$ cat src/rtl/mult_cdb_queue.sv
// mult_cdb_queue: completion FIFO between the two pipelined multipliers (C, D)
// and the CDB request port.
//  - Captures every doneC/doneD pulse (product, pr/mt/rob tags, NPC) in a shared
//    DEPTH-entry FIFO; C is written ahead of D when both complete together.
//  - Presents the head entry on cdb_* and pops it when cdb_grant is seen while
//    cdb_valid=1.
//  - Back-pressures mult issue through mult_stall; overflow flags a drop.
// Ports:
//  clock, reset (sync, active-high), flush (sync squash)
//  doneX, mult_resultX, pr_idxX, mt_idxX, rob_idxX, NPCX  for X in {C, D}
//  cdb_grant in; cdb_valid, cdb_result, cdb_pr_idx, cdb_mt_idx, cdb_rob_idx,
//  cdb_NPC out (combinational from the head entry)
//  count (occupancy), mult_stall, overflow (sticky)
// Optional feature: define MULT_CDB_BYPASS_EN to let a completion reach the CDB
// in its done cycle when the queue is empty.
module mult_cdb_queue #(
    parameter int unsigned DEPTH        = 16,
    parameter int unsigned PTR_W        = 4,
    parameter int unsigned STALL_THRESH = 10
) (
    input  logic             clock,
    input  logic             reset,
    input  logic             flush,
    input  logic             doneC,
    input  logic [63:0]      mult_resultC,
    input  logic [5:0]       pr_idxC,
    input  logic [4:0]       mt_idxC,
    input  logic [4:0]       rob_idxC,
    input  logic [63:0]      NPCC,
    input  logic             doneD,
    input  logic [63:0]      mult_resultD,
    input  logic [5:0]       pr_idxD,
    input  logic [4:0]       mt_idxD,
    input  logic [4:0]       rob_idxD,
    input  logic [63:0]      NPCD,
    input  logic             cdb_grant,
    output logic             cdb_valid,
    output logic [63:0]      cdb_result,
    output logic [5:0]       cdb_pr_idx,
    output logic [4:0]       cdb_mt_idx,
    output logic [4:0]       cdb_rob_idx,
    output logic [63:0]      cdb_NPC,
    output logic [PTR_W:0]   count,
    output logic             mult_stall,
    output logic             overflow
);

    localparam int unsigned CNT_W  = PTR_W + 1;
    localparam int unsigned FREE_W = PTR_W + 2;

    typedef struct packed {
        logic [63:0] result;
        logic [5:0]  pr_idx;
        logic [4:0]  mt_idx;
        logic [4:0]  rob_idx;
        logic [63:0] npc;
    } entry_t;

    localparam entry_t IDLE_ENTRY = '{result: 64'd0, pr_idx: 6'd31, mt_idx: 5'd31,
                                      rob_idx: 5'd31, npc: 64'd0};

    entry_t             mem_q [DEPTH];
    logic [PTR_W-1:0]   head_q, head_d;
    logic [PTR_W-1:0]   tail_q, tail_d;
    logic [CNT_W-1:0]   count_q, count_d;
    logic               overflow_q, overflow_d;

    entry_t             in_c, in_d, out_e;
    logic               valid_c, pop_c;
    logic               push_c, push_d;
    logic               acc_c, acc_d;
    logic               drop_c;
    logic [FREE_W-1:0]  free_c;
    logic [PTR_W-1:0]   wr_idx_d;

    assign in_c = '{result: mult_resultC, pr_idx: pr_idxC, mt_idx: mt_idxC,
                    rob_idx: rob_idxC, npc: NPCC};
    assign in_d = '{result: mult_resultD, pr_idx: pr_idxD, mt_idx: mt_idxD,
                    rob_idx: rob_idxD, npc: NPCD};

    // Head selection, push acceptance and next-state pointer/count update
    always_comb begin
        out_e      = IDLE_ENTRY;
        valid_c    = 1'b0;
        pop_c      = 1'b0;
        push_c     = doneC;
        push_d     = doneD;

        if (count_q != '0) begin
            out_e   = mem_q[head_q];
            valid_c = 1'b1;
            pop_c   = cdb_grant;
        end
`ifdef MULT_CDB_BYPASS_EN
        // Empty queue: the oldest new completion goes straight to the CDB
        else if (doneC) begin
            out_e   = in_c;
            valid_c = 1'b1;
            push_c  = ~cdb_grant;
        end else if (doneD) begin
            out_e   = in_d;
            valid_c = 1'b1;
            push_d  = ~cdb_grant;
        end
`endif

        // Slot freed by this cycle's pop is reusable by this cycle's pushes
        free_c   = FREE_W'(DEPTH) - FREE_W'(count_q) + FREE_W'(pop_c);
        acc_c    = push_c && (free_c != '0);
        acc_d    = push_d && (free_c > FREE_W'(acc_c));
        drop_c   = (push_c && !acc_c) || (push_d && !acc_d);
        wr_idx_d = tail_q + PTR_W'(acc_c);

        head_d     = head_q + PTR_W'(pop_c);
        tail_d     = tail_q + PTR_W'(acc_c) + PTR_W'(acc_d);
        count_d    = count_q + CNT_W'(acc_c) + CNT_W'(acc_d) - CNT_W'(pop_c);
        overflow_d = overflow_q | drop_c;

        if (flush) begin
            acc_c      = 1'b0;
            acc_d      = 1'b0;
            head_d     = '0;
            tail_d     = '0;
            count_d    = '0;
            overflow_d = 1'b0;
        end
    end

    // Control state
    always_ff @(posedge clock) begin
        if (reset) begin
            head_q     <= '0;
            tail_q     <= '0;
            count_q    <= '0;
            overflow_q <= 1'b0;
        end else begin
            head_q     <= head_d;
            tail_q     <= tail_d;
            count_q    <= count_d;
            overflow_q <= overflow_d;
        end
    end

    // Storage: contents need no reset, only pointers define validity
    always_ff @(posedge clock) begin
        if (acc_c) mem_q[tail_q]   <= in_c;
        if (acc_d) mem_q[wr_idx_d] <= in_d;
    end

    assign cdb_valid   = valid_c;
    assign cdb_result  = out_e.result;
    assign cdb_pr_idx  = out_e.pr_idx;
    assign cdb_mt_idx  = out_e.mt_idx;
    assign cdb_rob_idx = out_e.rob_idx;
    assign cdb_NPC     = out_e.npc;
    assign count       = count_q;
    assign overflow    = overflow_q;
    assign mult_stall  = (FREE_W'(DEPTH) - FREE_W'(count_q)) < FREE_W'(STALL_THRESH);

endmodule

$ cat config.mk
export PLATFORM = sky130hd
export DESIGN_NAME = mult_cdb_queue
export DESIGN_NICKNAME = d
export VERILOG_FILES = /design/src/rtl/mult_cdb_queue.sv
export SDC_FILE = /design/constraint.sdc
export NUM_CORES = 2
export LEC_CHECK = 0
export CORE_MARGIN = 10
export CORE_UTILIZATION = 45
export CTS_BUF_LIST = sky130_fd_sc_hd__clkbuf_4 sky130_fd_sc_hd__clkbuf_8 sky130_fd_sc_hd__clkbuf_16
export CTS_CLUSTER_DIAMETER = 100
export CTS_CLUSTER_SIZE = 16
export DETAILED_ROUTE_END_ITERATION = 7
export PLACE_DENSITY = 0.61
export SLEW_MARGIN = 0
export SYNTH_ARGS = -nofsm -noshare
export SYNTH_HDL_FRONTEND = slang
export SYNTH_SLANG_ARGS = --single-unit
$ cat constraint.sdc
create_clock -name clock -period 46 [get_ports clock]
set_clock_uncertainty 0.05 [all_clocks]
set_input_delay 9.2 -clock clock [delete_from_list [all_inputs] [get_ports clock]]
set_output_delay 9.2 -clock clock [all_outputs]
set_load 0.03 [all_outputs]
# --- Yosys cells after proc, flatten, opt, wreduce, memory -nomap -nowiden ---
# Memories as Yosys holds them, arrays and structs flattened. A register that Yosys moved wholly into a read port is not among the register bits.
# Index checks and enable logic that the tools add are counted.
op_classes:
  addsub: 8
  order_cmp: 2
  n_mux: 10
  bitwise_logic: 1
  reduce_logical: 10
op_table:
  columns: ["operator", "count"]
  rows:
  - ["two-way mux 144 bit", 1]
  - ["adder 4 x 1 -> 4 bit", 3]
  - ["adder 5 x 1 -> 5 bit", 2]
  - ["two-way mux 1 bit", 8]
  - ["adder 6 x 1 -> 6 bit", 1]
  - ["> comparator 6 x 1 -> 1 bit", 1]
  - ["less-than comparator 6 x 4 -> 1 bit (second input constant)", 1]
  - ["nonzero test 6 bit", 1]
  - ["subtractor 5 x 5 -> 6 bit (first input constant)", 1]
  - ["nonzero test 5 bit", 1]
  - ["subtractor 5 x 1 -> 5 bit", 1]
  - ["logical AND 1 bit", 4]
  - ["two-way mux 4 bit", 1]
  - ["zero test 1 bit", 2]
  - ["OR reduction 2 bit", 1]
  - ["logical OR 1 bit", 1]
  - ["bitwise OR 1 bit", 1]
totals:
  reg_bits: 14
  ramBits: 2304
  input_bits: 294
  out_inout_bits: 152
  elab_cells: 36
  n_memories: 1
memory_table:
  columns: ["memory", "words", "word_bits", "rd", "rd_ports_with_merged_regs", "wr", "line_no", "rtl"]
  rows:
  - ["mem_q", 16, 144, 1, 1, 2, "62", "entry_t mem_q [DEPTH];"]

# --- Longest topological paths before layout ---
depth:
  depth_word: 11
  ltp_mapped: 27
  mapped_depth_nobuf: 26

# --- Least setup slack after synthesis ---
# OpenSTA, ideal clock, no wires.
synth_path:
  path_type: "input to register"
  startpoint: "input cdb_grant"
  endpoint: "memory mem_q[5][0] in the netlist's numbering, enable pin"
  setup_time_ns: 0.846
  arrival_time_ns: 20.860
  t_required_ns: 45.104
  setup_slack_ns: 24.244
  cell_stages: 8
  path_buffers: 0
  cell_sequence: "nor2b_1 > ha_1 > ha_1 > and3_1 > o2111a_1 > o21ai_0 > nand4b_1 > o21ai_0"
synth_lines:
  columns: ["item", "line_no", "rtl"]
  rows:
  - ["start, declared", "36", "input logic cdb_grant,"]
  - ["end, declared", "62", null]

==> out/qor_table.md <==
| Stage | Metric | Value |
|:---|:---|:---|
| run status | Run status | finished clean |
| floorplan | DIE AREA | 285,000 um^2 |
| sta | Final period utilization | 35.4% |
| clock network | Worst skew pair latency | 870 ps |
| route | Via count | 63,400 |
| floorplan | Die W | 534 um |
| place | Detailed placer's ending HPWL | 190 mm |
| setup path | Number of buffers and inverters on the critical path | 5 |
| clock network | Clock H-tree levels | 4 |
| floorplan | Die height | 534 um |
| setup path | Critical-path cell list | buf_4 -> buf_4 -> buf_4 -> buf_4 -> mux4_2 -> mux4_2 -> and2_1 -> clkdlybuf4s50_1 |
| yosys | Post-synth top area share | 58.3% |
| sta | Tightest slew margin relative to the limit | 13.8% |
| setup path | Kind of cell with the highest combined delay on the critical path | buffers and inverters |
| place | Number of buffers added on ports | 445 |
| clock network | Gates resized, CTS repair | 0 |
| yosys | Count leader, synth | sky130_fd_sc_hd__edfxtp_1 |
| yosys | Seq cells post-synth | 2,318 |
| yosys | Post-Syn Area per Cell | 18.7 um^2 |
| yosys | Synth Area in Simple Gates | 1.13% |
| yosys | Number of flops mapped to enable cells by yosys | 2,304 |
| yosys | Synth Warn # | 0 |
| setup path | Type of element launching the critical path | flip-flop |
| sta | Tightest Pin Transition | 1290 ps |
| route | Drt via density | 6.37 |
| sta | Number of hold violations in the final report | 0 |
| hold path | Path class of the lowest-slack min-delay path | flip-flop to flip-flop |
| sta | Setup TNS Final | 0 ps |
| route | Routed WL per cell | 36.2 um |
| pwr | P per Cell Area | 43.8 nW/um^2 |
| layout | Share of layout cells above drive strength 1 | 52.9% |
| clock network | Hold buffer count at cts | 0 |
| route | Initial detailed-routing violation count | 6,943 |
| global route | Wire length of the first global-routing pass | 511 mm |
| route | Total Routed Length | 360 mm |
| setup path | CP Class | flip-flop to primary output |
| yosys | Yosys top cell by area | sky130_fd_sc_hd__edfxtp_1 |
| place | Weighted congestion at the end of routability-driven global placement | 0.772 |
| clock network | Clock-pin transition on the worst setup and hold timing paths | 80 ps |
| clock network | Setup bufs post-CTS | 0 |
| yosys | Proportion of synthesized area in mux cells | 36.9% |
| floorplan | Starting Density | 45.2% |
| setup path | Most common cell on crit path | sky130_fd_sc_hd__buf_4 |
| route | Drt drc | 0 |
| clock network | Total clock buffers created by CTS | 164 |
| yosys | Post-synthesis xor/xnor area fraction | 0.0811% |
| floorplan | Core area | 263,000 um^2 |
| yosys | Largest family of logic cells by synthesized area | multiplexers |
| yosys | Share of synthesized area occupied by flip-flops and latches | 58.5% |
| global route | Overflow after GRT | 0 |
| setup path | Max incr delay on CP | 900 ps |
| sta | Max Clk Rate | 61.5 MHz |
| setup path | Worst-path fanout max | 44 |
| yosys | Distinct cell type count after synthesis | 40 |
| sta | Setup-failing EPs final | 0 |
| global route | Maximum number of pins on one net before global-route repair | 106 |
| route | Antenna Violating Nets Remaining | 0 |
| global route | Antenna violations before repair | 113 |
| setup path | Required time at the endpoint of the critical path | 36,750 ps |
| sta | Final Hold Slack | 422 ps |
| global route | Tot GR Track Use | 24.7% |
| clock network | Clock tree from TritonCTS | yes |
| pwr | P_leak | 41.3 nW |
| setup path | Standard cell with the maximum stage delay on the critical path | sky130_fd_sc_hd__dfxtp_4 |
| layout | Number of fillers in the final layout | 21,600 |
| clock network | CTS Root Cell | sky130_fd_sc_hd__clkbuf_16 |
| layout | Area growth from synthesis to layout | 9.50% |
| setup path | Crit path capture type | primary output |
| yosys | Synth cell count leaders | sky130_fd_sc_hd__edfxtp_1 (2,304), sky130_fd_sc_hd__mux2_2 (1,863), sky130_fd_sc_hd__mux4_2 (720) |
| yosys | Adder-cell share of the synthesized area | 0.223% |
| layout | # nets final | 6,689 |
| flow run | Max-cap violations | 0 |
| global route | Number of global-route vias before repair | 66,900 |
| yosys | Compound-cell area share of the yosys netlist | 0.162% |
| yosys | Post-Syn Area | 119,000 um^2 |
| sta | Final Slew Violations | 0 |
| yosys | Proportion of register bits with asynchronous set or reset after synthesis | 0% |
| setup path | Arrival time of the worst setup path | 7020 ps |
| yosys | Mapped Cells | 6,357 |
| clock network | Maximum buffer depth of the clock tree | 3 |
| pwr | Peak VDD IR | 63.7 uV |
| yosys | Leading register cell type out of synthesis | sky130_fd_sc_hd__edfxtp_1 |
| route | Detailed Routing Iterations Pass 1 | 5 |
| sta | RSZ-0062 raised after global routing | false |
| yosys | Syn nets | 6,671 |
| floorplan | Number of rows created at floorplan | 188 |
| clock network | Clock sink count | 2,318 |
| floorplan | Ports placed on the boundary | 446 |
| sta | Post-layout minimum cycle time | 16,270 ps |
| yosys | Largest cells by area after synthesis | sky130_fd_sc_hd__edfxtp_1 (58%), sky130_fd_sc_hd__mux2_2 (18%), sky130_fd_sc_hd__mux4_2 (14%) |
worst min-delay path: stages (launching register included):
cell and delay [ps]:
sky130_fd_sc_hd__dfxtp_1 330, sky130_fd_sc_hd__inv_1 50, sky130_fd_sc_hd__a21oi_1 50
cells by family (layout without fill, tap and decap cells):
logic type      count (synthesis)  after routing
buf+inv                       736            779
fa+ha+maj                      20             20
flops                        2318           2318
xor+xnor                       11             11
mux                          3024           3024
simple gates                  218            218
compound gates                 30             30
other cells                     0             30
placed cells by master (no fill, tap or decap), types with 5 or more instances in the layout:
cell	count
sky130_fd_sc_hd__o21ai_4	9
sky130_fd_sc_hd__ha_1	18
sky130_fd_sc_hd__xnor2_1	7
sky130_fd_sc_hd__and4b_4	6
sky130_fd_sc_hd__nand2_1	7
sky130_fd_sc_hd__o21ai_0	5
sky130_fd_sc_hd__mux4_2	720
sky130_fd_sc_hd__edfxtp_1	2304
sky130_fd_sc_hd__o21bai_4	8
sky130_fd_sc_hd__dfxtp_1	10
sky130_fd_sc_hd__inv_1	12
sky130_fd_sc_hd__or2_2	17
sky130_fd_sc_hd__diode_2	30
sky130_fd_sc_hd__and2_1	137
sky130_fd_sc_hd__mux2_4	432
sky130_fd_sc_hd__nor2_1	20
sky130_fd_sc_hd__clkdlybuf4s50_1	445
sky130_fd_sc_hd__buf_12	15
sky130_fd_sc_hd__mux2_1	9
sky130_fd_sc_hd__clkbuf_4	9
sky130_fd_sc_hd__mux2_2	1863
sky130_fd_sc_hd__inv_6	5
sky130_fd_sc_hd__nand4_1	7
sky130_fd_sc_hd__buf_4	115
sky130_fd_sc_hd__a21oi_1	6
sky130_fd_sc_hd__clkbuf_16	169
state kept, by name, indices dropped and copies added (netlist names):
name	cells
count	5
head_q	4
mem_q	2304
overflow	1
tail_q	4
per-layer routing:
layer	up-vias	track usage (%)	part of all wire (%)
met1	34600	34.0	42
li1	25700	-	-
met5	-	0	0.17
met3	576	6.35	8.4
met2	2518	39.2	47
met4	96	6.62	2.6
per-stage QoR:
stage	power [W]	setup WS, ps	utilization (%)	instance area [um^2]	std cells
2_1_floorplan	0.00369	24240	-	119000	6357
3_3_place_gp	0.00435	29300	47.8	125000	9724
3_5_place_dp	0.00436	29200	47.8	125000	9724
4_1_cts	0.00575	29410	49.5	130000	9915
5_1_grt	0.00590	29130	49.5	130000	9931
6_report	0.00570	29730	49.5	130000	9945
final cells by class:
cell class	instances	area (um^2)	share of cell area, %
well taps	3515	4400	3.38
inverters	13	53.8	0.0414
diodes	30	75.1	0.0577
clock buffers	178	4300	3.30
flip-flops and latches	2318	69500	53.4
clock inverters	13	171	0.132
multi-input cells	3303	45900	35.3
repair buffers	575	5620	4.32
worst paths after layout:
| check | from | end | slack [ps] | depth (start not counted) |
|---|---|---|---|---|
| max reg2reg | count[1] | mem_q[4][89] | 36920 | 22 |
| max | head_q[0] | cdb_result[45] | 29730 | 8 |
| min | overflow | overflow | 420 | 2 |
| min reg2reg | overflow | overflow | 420 | 2 |
where the power goes:
group          switching [W]  internal (W)  total (W)
combinational        0.00104      0.000728    0.00176
sequential         0.0000352       0.00250    0.00254
clock               0.000737      0.000663    0.00140
total                0.00181       0.00389    0.00570
No activity file was read; power rests on OpenSTA's default activity.
